**config.mk**
```make
export PLATFORM = sky130hd
export DESIGN_NAME = ysyx_22040759_lsu_ctrl
export DESIGN_NICKNAME = d
export VERILOG_FILES = /design/src/rtl/ysyx_22040759_lsu_ctrl_pkg.sv /design/src/rtl/ysyx_22040759_lsu_align.sv /design/src/rtl/ysyx_22040759_lsu_ctrl.sv
export SDC_FILE = /design/constraint.sdc
export NUM_CORES = 1
export LEC_CHECK = 0
export CAP_MARGIN = 20
export CORE_MARGIN = 5
export CORE_UTILIZATION = 45
export DETAILED_ROUTE_END_ITERATION = 16
export PLACE_DENSITY = 0.78
export SYNTH_ARGS = -nofsm -noshare
export SYNTH_HDL_FRONTEND = slang
export SYNTH_SLANG_ARGS = --single-unit
```
**constraint.sdc**
```tcl
create_clock -name clk -period 8.6 [get_ports clk]
set_input_delay 1.72 -clock clk [delete_from_list [all_inputs] [get_ports clk]]
set_output_delay 1.72 -clock clk [all_outputs]
set_load 0.01 [all_outputs]
```
**src/rtl/ysyx_22040759_lsu_ctrl_pkg.sv**
```systemverilog
// Shared types and constants for the load/store sequencer.
//   lsu_state_e : sequencer states (IDLE, REQ, WAIT, DONE)
//   SZ_*        : access size codes carried in func3[1:0]
//   F3_*        : load/store func3 encodings
//   lsu_acc_t   : access latched when leaving IDLE
package ysyx_22040759_lsu_ctrl_pkg;

  localparam int unsigned XLEN   = 64;
  localparam int unsigned MASK_W = XLEN / 8;
  localparam int unsigned OFF_W  = 3;

  typedef enum logic [1:0] {
    ST_IDLE = 2'd0,
    ST_REQ  = 2'd1,
    ST_WAIT = 2'd2,
    ST_DONE = 2'd3
  } lsu_state_e;

  localparam logic [1:0] SZ_B = 2'b00;
  localparam logic [1:0] SZ_H = 2'b01;
  localparam logic [1:0] SZ_W = 2'b10;
  localparam logic [1:0] SZ_D = 2'b11;

  localparam logic [2:0] F3_LB  = 3'b000;
  localparam logic [2:0] F3_LH  = 3'b001;
  localparam logic [2:0] F3_LW  = 3'b010;
  localparam logic [2:0] F3_LD  = 3'b011;
  localparam logic [2:0] F3_LBU = 3'b100;
  localparam logic [2:0] F3_LHU = 3'b101;
  localparam logic [2:0] F3_LWU = 3'b110;

  typedef struct packed {
    logic            wen;
    logic [2:0]      func3;
    logic [XLEN-1:0] addr;
    logic [XLEN-1:0] wdata;
  } lsu_acc_t;

endpackage

```
**src/rtl/ysyx_22040759_lsu_align.sv**
```systemverilog
// Combinational data-path helper for the load/store sequencer.
//   func3_i/off_i : access size/sign and byte offset within the doubleword
//   ren_i/wen_i   : decoded direction, used only for legality
//   wdata_i       : LSB-aligned store data -> wdata_o shifted into its lanes
//   wmask_o       : byte lane enables for the access size
//   rdata_i       : raw doubleword read data -> rdata_o extracted and extended
//   illegal_o     : misaligned, both directions, or unsupported func3
module ysyx_22040759_lsu_align
  import ysyx_22040759_lsu_ctrl_pkg::*;
(
  input  logic [2:0]        func3_i,
  input  logic [OFF_W-1:0]  off_i,
  input  logic              ren_i,
  input  logic              wen_i,
  input  logic [XLEN-1:0]   wdata_i,
  input  logic [XLEN-1:0]   rdata_i,
  output logic [MASK_W-1:0] wmask_o,
  output logic [XLEN-1:0]   wdata_o,
  output logic [XLEN-1:0]   rdata_o,
  output logic              illegal_o
);

  logic            misaligned;
  logic            bad_func3;
  logic [XLEN-1:0] rshift;

  // Size decode: misalignment and byte lanes
  always_comb begin
    misaligned = 1'b0;
    wmask_o    = '0;
    case (func3_i[1:0])
      SZ_B: begin
        misaligned = 1'b0;
        wmask_o    = 8'h01 << off_i;
      end
      SZ_H: begin
        misaligned = off_i[0];
        wmask_o    = 8'h03 << off_i;
      end
      SZ_W: begin
        misaligned = |off_i[1:0];
        wmask_o    = 8'h0F << off_i;
      end
      default: begin
        misaligned = |off_i;
        wmask_o    = 8'hFF;
      end
    endcase
  end

  // Loads have no func3=111; stores only use the unsigned-free codes 000..011
  assign bad_func3 = (ren_i && (func3_i == 3'b111)) || (wen_i && func3_i[2]);
  assign illegal_o = misaligned || (ren_i && wen_i) || bad_func3;

  assign wdata_o = wdata_i << {off_i, 3'b000};
  assign rshift  = rdata_i >> {off_i, 3'b000};

  // Load extract and extend
  always_comb begin
    rdata_o = '0;
    case (func3_i)
      F3_LB:   rdata_o = {{56{rshift[7]}},  rshift[7:0]};
      F3_LH:   rdata_o = {{48{rshift[15]}}, rshift[15:0]};
      F3_LW:   rdata_o = {{32{rshift[31]}}, rshift[31:0]};
      F3_LD:   rdata_o = rshift;
      F3_LBU:  rdata_o = {56'd0, rshift[7:0]};
      F3_LHU:  rdata_o = {48'd0, rshift[15:0]};
      F3_LWU:  rdata_o = {32'd0, rshift[31:0]};
      default: rdata_o = '0;
    endcase
  end

endmodule

```
**src/rtl/ysyx_22040759_lsu_ctrl.sv**
```systemverilog
// Multi-cycle load/store sequencer between decode and the data-memory bus.
//   clk, rst_n                     : clock, asynchronous active-low reset
//   mem_ren/mem_wen/func3/addr/wdata: access request from decode/ALU
//   stall                          : hold PC/regfile while an access is in flight
//   done/err/ld_data               : completion pulse, error flag, extended load data
//   req_*                          : valid/ready bus request (aligned addr, lanes, mask)
//   resp_*                         : valid/ready bus response (read data or write ack)
module ysyx_22040759_lsu_ctrl
  import ysyx_22040759_lsu_ctrl_pkg::*;
#(
  parameter int unsigned TIMEOUT = 255
) (
  input  logic              clk,
  input  logic              rst_n,
  input  logic              mem_ren,
  input  logic              mem_wen,
  input  logic [2:0]        func3,
  input  logic [XLEN-1:0]   addr,
  input  logic [XLEN-1:0]   wdata,
  output logic              stall,
  output logic              done,
  output logic              err,
  output logic [XLEN-1:0]   ld_data,
  output logic              req_valid,
  input  logic              req_ready,
  output logic              req_wen,
  output logic [XLEN-1:0]   req_addr,
  output logic [XLEN-1:0]   req_wdata,
  output logic [MASK_W-1:0] req_wmask,
  input  logic              resp_valid,
  output logic              resp_ready,
  input  logic [XLEN-1:0]   resp_rdata
);

  localparam int unsigned     CNT_W    = (TIMEOUT < 2) ? 1 : $clog2(TIMEOUT + 1);
  localparam logic [CNT_W-1:0] CNT_LAST = CNT_W'(TIMEOUT - 1);

  lsu_state_e        state_q, state_d;
  logic [CNT_W-1:0]  cnt_q, cnt_d;
  lsu_acc_t          acc_q, acc_d;
  logic              err_q, err_d;
  logic [XLEN-1:0]   ld_data_q, ld_data_d;

  logic              in_idle;
  logic              access;
  logic [2:0]        al_func3;
  logic [OFF_W-1:0]  al_off;
  logic              al_illegal;
  logic [MASK_W-1:0] al_wmask;
  logic [XLEN-1:0]   al_wdata;
  logic [XLEN-1:0]   al_rdata;
  logic              expired;

  assign in_idle = (state_q == ST_IDLE);
  assign access  = mem_ren || mem_wen;

  // Legality is judged on live inputs in IDLE; afterwards the latched access drives the lanes
  assign al_func3 = in_idle ? func3      : acc_q.func3;
  assign al_off   = in_idle ? addr[2:0]  : acc_q.addr[2:0];

  ysyx_22040759_lsu_align u_align (
    .func3_i   (al_func3),
    .off_i     (al_off),
    .ren_i     (mem_ren),
    .wen_i     (mem_wen),
    .wdata_i   (acc_q.wdata),
    .rdata_i   (resp_rdata),
    .wmask_o   (al_wmask),
    .wdata_o   (al_wdata),
    .rdata_o   (al_rdata),
    .illegal_o (al_illegal)
  );

  // Counter holds the number of REQ/WAIT cycles already spent
  assign expired = (cnt_q >= CNT_LAST);

  // State and datapath registers
  always_ff @(posedge clk or negedge rst_n) begin
    if (!rst_n) begin
      state_q   <= ST_IDLE;
      cnt_q     <= '0;
      acc_q     <= '0;
      err_q     <= 1'b0;
      ld_data_q <= '0;
    end else begin
      state_q   <= state_d;
      cnt_q     <= cnt_d;
      acc_q     <= acc_d;
      err_q     <= err_d;
      ld_data_q <= ld_data_d;
    end
  end

  // Next-state logic
  always_comb begin
    state_d   = state_q;
    cnt_d     = cnt_q;
    acc_d     = acc_q;
    err_d     = 1'b0;
    ld_data_d = ld_data_q;
    case (state_q)
      ST_IDLE: begin
        if (access) begin
          acc_d = '{wen: mem_wen, func3: func3, addr: addr, wdata: wdata};
          cnt_d = '0;
          if (al_illegal) begin
            state_d = ST_DONE;
            err_d   = 1'b1;
          end else begin
            state_d = ST_REQ;
          end
        end
      end
      ST_REQ: begin
        cnt_d = cnt_q + CNT_W'(1);
        if (req_ready) begin
          state_d = ST_WAIT;
        end else if (expired) begin
          state_d = ST_DONE;
          err_d   = 1'b1;
        end
      end
      ST_WAIT: begin
        cnt_d = cnt_q + CNT_W'(1);
        if (resp_valid) begin
          state_d = ST_DONE;
          if (!acc_q.wen) begin
            ld_data_d = al_rdata;
          end
        end else if (expired) begin
          state_d = ST_DONE;
          err_d   = 1'b1;
        end
      end
      ST_DONE: begin
        state_d = ST_IDLE;
      end
      default: begin
        state_d = ST_IDLE;
      end
    endcase
  end

  // Reset also masks the combinational IDLE stall so the PC is free during reset
  assign stall      = rst_n && ((in_idle && access) || (state_q == ST_REQ) || (state_q == ST_WAIT));
  assign done       = (state_q == ST_DONE);
  assign err        = err_q;
  assign ld_data    = ld_data_q;
  assign req_valid  = (state_q == ST_REQ);
  assign resp_ready = (state_q == ST_WAIT);
  assign req_wen    = acc_q.wen;
  assign req_addr   = {acc_q.addr[XLEN-1:3], 3'b000};
  assign req_wdata  = al_wdata;
  assign req_wmask  = acc_q.wen ? al_wmask : '0;

endmodule

```
==> results.sh, run 1 <==
export IMPL_status="finished clean"
export IMPL_synth_compound_area_frac=0.202
export IMPL_core_area_um2=27700
export IMPL_netlist_instances=1328
export IMPL_ys_top_cells_by_count="dfrtp_1 (207), nand2_1 (202), mux2_2 (138)"
export IMPL_clk_pin_slew_ns=0.06
export IMPL_yosys_warnings=0
export IMPL_wl_per_cell_um=22.8
export IMPL_io_buffers=403
export IMPL_die_h_um=177
export IMPL_multi_input_area_um2=6480
export IMPL_cts_setup_buffers=0
export IMPL_dp_hpwl_um=31800
export IMPL_max_vdd_ir_drop_uv=411
export IMPL_num_vias=12100
export IMPL_gp_congestion=0.909
export IMPL_max_freq_mhz=150
export IMPL_critPathMaxFanout=49
export IMPL_placedCellCount=1948
export IMPL_synth_simple_area_share=0.128
export IMPL_max_cap_violations=0
export IMPL_ctsHoldBuffers=0
export IMPL_final_seq_area_um2=5180
export IMPL_hold_class="flip-flop to flip-flop"
export IMPL_viasPerCell=6.05
export IMPL_seq_area_frac_synth=0.411
export IMPL_r2r_start="state_q[1]"
export IMPL_synth_largest_area_cell="dfrtp_1"
export IMPL_post_route_drc_count=0
export IMPL_gr_usage_all_layers=0.272
export IMPL_timing_hold_ws_ns=0.478
export IMPL_synth_xor_area_frac=0
export IMPL_cpMostUsedCell="clkdlybuf4s50_1"
export IMPL_grt_pass1_wl_um=68300
export IMPL_hold_depth=1
export IMPL_slew_headroom=0.237
export IMPL_synth_top_family_by_area="compound AO/OA/AOI/OAI gates"
export IMPL_report_final_slew_viol_count=0
export IMPL_htreeDepth=1
export IMPL_final_min_clock_period_ns=6.68
export IMPL_rows=61
export IMPL_syn_area_per_cell_um2=9.50
export IMPL_cts_sinks=207
export IMPL_grt_pass1_vias=12000
export IMPL_instances_no_fill=1993
export IMPL_synth_top_area_frac=0.411
export IMPL_finalSetupViolCount=0
export IMPL_p_leak_nw=7.01
export IMPL_worstPathCellList="clkdlybuf4s50_1, mux2_4, nor2_2, o21ai_0, and3_1, a21oi_1, o21a_1, clkdlybuf4s50_1"
export IMPL_ys_flop_type="dfrtp_1"
export IMPL_ios=407
export IMPL_syn_to_final_growth_pct=35.3
export IMPL_antenna_found_initial=9
export IMPL_synth_most_common_cell="dfrtp_1"
export IMPL_ff2ff_path_depth=8
export IMPL_syn_cell_area_um2=12600
export IMPL_nNetsFinal=1808
export IMPL_regToRegSetupSlack_ns=4.41
export IMPL_critPathSlowestCell="nor2_2"
export IMPL_max_stage_delay_ns=0.94
export IMPL_ys_top_cells_by_area="dfrtp_1 (41%), mux2_2 (12%), nand2_1 (6.0%)"
export IMPL_cp_required_ns=6.88
export IMPL_grt_overflow=0
export IMPL_min_to="ld_data[9]"
export IMPL_cts_root_buf="clkbuf_16"
export IMPL_power_density_nw_per_um2=437
export IMPL_cts_tree="done"
export IMPL_hp_start="ld_data[9]"
export IMPL_cts_made_buffers=24
export IMPL_finClkSkew_ns=0.00954
export IMPL_post_cts_resized=0
export IMPL_ant_nets=0
export IMPL_synthAdderAreaFrac=0.00992
export IMPL_synth_edf_count=0
export IMPL_end_kind="output pin"
export IMPL_nFillCells=2296
export IMPL_synthDistinctLibCells=58
export IMPL_initial_core_util=0.455
export IMPL_cp_start_kind="input port"
export IMPL_drtPass1Iterations=6
export IMPL_drtIter0Drc=1493
export IMPL_muxShareOfSynthArea=0.167
export IMPL_rsz0062_at_grt="false"
export IMPL_cts_buffer_depth=3
export IMPL_dieArea_um2=31500
export IMPL_ys_ff_latch=207
export IMPL_crit_type="input port to output pin"
export IMPL_tightest_slew_ns=1.14
export IMPL_final_hold_viol_count=0
export IMPL_tns_ns=0
export IMPL_layout_drive_gt1_share=0.142
export IMPL_grt_max_degree=109
export IMPL_timing_final_crit_share=0.777
export IMPL_arrival_ns=4.96
export IMPL_wl_um=45500
export IMPL_synthArstFlopShare=1.00
export IMPL_clk_insertion_delay_late_ns=0.53
export IMPL_regToRegEndpoint="ld_data[34]"
export IMPL_fp_dieW_um=177
[cell usage in the layout, fill, tap and decap left out, types with 7 or more instances in the layout]
cell type and n:
a32oi_1 24, a21oi_1 111, a21o_1 18, a311oi_1 12
o21ai_0 55, a221oi_1 9, buf_4 17, dfrtp_1 207
o21a_1 8, inv_1 7, a31oi_1 23, o22ai_1 8
o2bb2ai_1 7, and3_1 46, a22oi_1 33, and2_1 9
mux2i_1 44, ha_1 10, clkdlybuf4s50_1 402, diode_2 7
a31oi_2 20, a222oi_1 8, nor2_1 56, clkbuf_16 24
nand2_1 202, nand3_1 24, mux2_2 136
[registers in the layout, indices dropped and copies added, names as in the netlist]
| name | count |
|---|---|
| cnt_q | 8 |
| req_addr | 61 |
| ld_data | 64 |
| state_q | 2 |
| acc_q | 70 |
| req_wen | 1 |
| err | 1 |
[final cells by class]
cell class / count / area share
diodes: 7 / 0.00103
clock buffers: 31 / 0.0373
clock inverters: 6 / 0.00388
inverters: 7 / 0.00154
multi-input cells: 935 / 0.379
flip-flops and latches: 207 / 0.303
well taps: 378 / 0.0277
repair buffers: 422 / 0.246
[routing by layer]
layer  track usage  routed length [µm]
met2         0.444               21300
met3        0.0744                4900
met5             0                  19
met4         0.126                2290
met1         0.338               17000
[power by group]
group | switching (mW) | internal, mW | leakage (nW)
sequential | 0.356 | 1.39 | 2.56
combinational | 2.52 | 2.22 | 4.11
clock | 0.419 | 0.547 | 0.347
[metrics by stage]
step / power, mW / util / area [µm²] / setup WS, ns
floorplan: 4.63 / - / 12600 / 3.73
global placement: 6.33 / 0.589 / 16300 / 1.95
detailed placement: 6.41 / 0.590 / 16300 / 1.96
CTS: 7.41 / 0.615 / 17000 / 1.96
global route: 7.86 / 0.616 / 17100 / 1.82
finish: 7.45 / 0.616 / 17100 / 1.92
[cells by family (layout without fill, tap and decap cells)]
logic type | count (synthesis) | after routing
buf+inv | 188 | 466
fa+ha+maj | 10 | 10
other cells | 1 | 10
flops | 207 | 207
compound gates | 368 | 368
mux | 189 | 189
simple gates | 365 | 365
[worst max-delay path, delay by kind of cell]
kind | cells | cell delay [ns]
and+or+nand+nor | 2 | 1.15
buffers and inverters | 2 | 1.13
muxes | 1 | 0.52
AOI/OAI and AO/OA | 3 | 0.43
[worst max path at each step]
| stage | slack [ns] | startpoint | end |
|---|---|---|---|
| 4_1_cts | 1.96 | addr[1] | req_wmask[4] |
| 5_1_grt | 1.82 | addr[0] | req_wdata[28] |
| 2_1_floorplan | 3.73 | addr[0] | req_wdata[0] |
| 3_3_place_gp | 1.95 | addr[1] | req_wmask[4] |
| 6_report | 1.92 | addr[1] | req_wmask[4] |
| 3_5_place_dp | 1.96 | addr[1] | req_wmask[4] |
Power figures use the tool's default switching activity.
==> inputs of run 2 (changes only) <==
- CORE_UTILIZATION: 45 -> 43
- clock period: 8.6 -> 5.7 ns (I/O delays scaled with it)
==> run 2 against run 1 <==
Effect of this change: critical path depth increased by 1; first-iteration DRC count shrank 11%; sequential power is 53% higher; design area increased by 1.9%; via count decreased by 0.32%; critical path type is now flip-flop to output pin.
==> results.sh, run 2 (same netlist as run 1, synthesis figures left out) <==
export IMPL_arrival_ns=4.03
export IMPL_nFillCells=2452
export IMPL_hold_class="flip-flop to flip-flop"
export IMPL_setup_ws_ns=0.529
export IMPL_final_common_cell="clkdlybuf4s50_1"
export IMPL_max_stage_delay_ns=0.52
export IMPL_critPathMaxFanout=63
export IMPL_cts_root_buf="clkbuf_16"
export IMPL_ant_nets=0
export IMPL_cts_setup_buffers=0
export IMPL_ios=407
export IMPL_finClkSkew_ns=0.00980
export IMPL_final_cell_mix="clkdlybuf4s50_1 (402), dfrtp_1 (207), nand2_1 (202), mux2_2 (136), a21oi_1 (111)"
export IMPL_drtPass1Iterations=5
export IMPL_tns_ns=0
export IMPL_cpMostUsedCell="mux2i_1"
export IMPL_gr_usage_all_layers=0.268
export IMPL_cts_made_buffers=24
export IMPL_nNetsFinal=1819
export IMPL_cp_start_kind="flip-flop"
export IMPL_ctsHoldBuffers=0
export IMPL_cts_tree="done"
export IMPL_worstPathCellList="inv_1, ha_1, buf_4, mux2i_4, buf_12, mux2i_1, mux2i_1, and2_1, clkdlybuf4s50_1"
export IMPL_dp_hpwl_um=33200
export IMPL_num_vias=12000
export IMPL_crit_type="flip-flop to output pin"
export IMPL_utilization=0.603
export IMPL_core_area_um2=28900
export IMPL_status="finished clean"
export IMPL_die_h_um=181
export IMPL_wl_um=46400
export IMPL_clk_insertion_delay_late_ns=0.53
export IMPL_timing_hold_ws_ns=0.481
export IMPL_rows=62
export IMPL_viasPerCell=5.97
export IMPL_gp_congestion=0.981
export IMPL_clk_pin_slew_ns=0.06
export IMPL_drtIter0Drc=1327
export IMPL_slew_headroom=0.305
export IMPL_report_final_slew_viol_count=0
export IMPL_post_route_drc_count=0
export IMPL_max_cap_violations=0
export IMPL_largest_register_ffs=70
export IMPL_initial_core_util=0.437
export IMPL_syn_to_final_growth_pct=37.9
export IMPL_cts_sinks=207
export IMPL_fp_dieW_um=181
export IMPL_critPathSlowestCell="ha_1"
export IMPL_cts_buffer_depth=3
export IMPL_max_vdd_ir_drop_uv=552
export IMPL_post_cts_resized=0
export IMPL_tightest_slew_ns=1.04
export IMPL_p_leak_nw=7.19
export IMPL_timing_final_crit_share=0.907
export IMPL_final_hold_viol_count=0
export IMPL_place_ws_ns=0.832
export IMPL_layout_drive_gt1_share=0.154
export IMPL_dieArea_um2=32900
export IMPL_power_density_nw_per_um2=670
export IMPL_antenna_found_initial=4
export IMPL_grt_overflow=0
export IMPL_wl_per_cell_um=23.1
export IMPL_grt_max_degree=147
export IMPL_cp_required_ns=4.56
export IMPL_finalSetupViolCount=0
export IMPL_grt_pass1_vias=12100
export IMPL_rsz0062_at_grt="false"
export IMPL_final_min_clock_period_ns=5.17
export IMPL_io_buffers=403
export IMPL_max_freq_mhz=193
export IMPL_registers_top_by_ff_count="acc_q"
export IMPL_htreeDepth=1
export IMPL_end_kind="output pin"
export IMPL_grt_pass1_wl_um=70900
## run 2: cell count changes in the layout (fill, tap and decap cells not counted), moves of 2 or more
cell	change
diode_2	-5
buf_12	+4
bufinv_16	+4
clkbuf_8	+6
clkinv_2	+2
buf_4	+8
clkbuf_1	-5
## run 2: power by group
group | switching [mW] | internal (mW)
registers | 0.569 | 2.10
logic | 3.85 | 3.41
clock network | 0.646 | 1.09
## run 2: critical path: cells and delay by family, from the launching register on
kind                       cells  cell delay [ns]
and+or+nand+nor                1             0.22
DFF                            1             0.44
adders and majority gates      1             0.52
muxes                          3             1.04
buffers and inverters          4             1.21
## run 2: worst paths after layout
| path | slack (ns) | depth (start not counted) | startpoint | end |
|---|---|---|---|---|
| max in group asynchronous | 3.92 | 2 | rst_n | acc_q[12] |
| setup reg to reg | 1.10 | 9 | state_q[1] | ld_data[63] |
| hold reg to reg | 0.48 | 1 | cnt_q[3] | cnt_q[3] |
| setup / recovery | 0.53 | 9 | state_q[1] | req_wdata[28] |
| hold / removal | 0.48 | 1 | cnt_q[3] | cnt_q[3] |
| min in group asynchronous | 0.54 | 1 | rst_n | req_addr[11] |
## run 2: metrics by stage
stage,cells,cell area (µm²),power (mW)
global route,2011,17400,12.3
CTS,2009,17400,11.6
finish,2012,17400,11.7
detailed placement,1965,16500,9.84
floorplan,1330,12600,6.98
global placement,1965,16500,9.74
## run 2: layout make-up
type | count | area, µm² | share of cell area
clock buffer | 32 | 701 | 0.0403
antenna | 2 | 5.00 | 0.000288
clock inverter | 12 | 210 | 0.0121
inverter | 7 | 26.3 | 0.00151
timing repair buffer | 433 | 4330 | 0.249
multi-input combinational | 935 | 6480 | 0.372
sequential | 207 | 5180 | 0.298
tap | 384 | 480 | 0.0276
## run 2: routing by layer
metal,share of wire,vias up,wire length (µm),GRT usage
met2,0.47,747,22000,0.452
met5,0.00052,-,24,0
met4,0.039,4,1830,0.0874
met3,0.11,114,4940,0.0714
li1,-,5326,-,-
met1,0.38,5825,17600,0.334
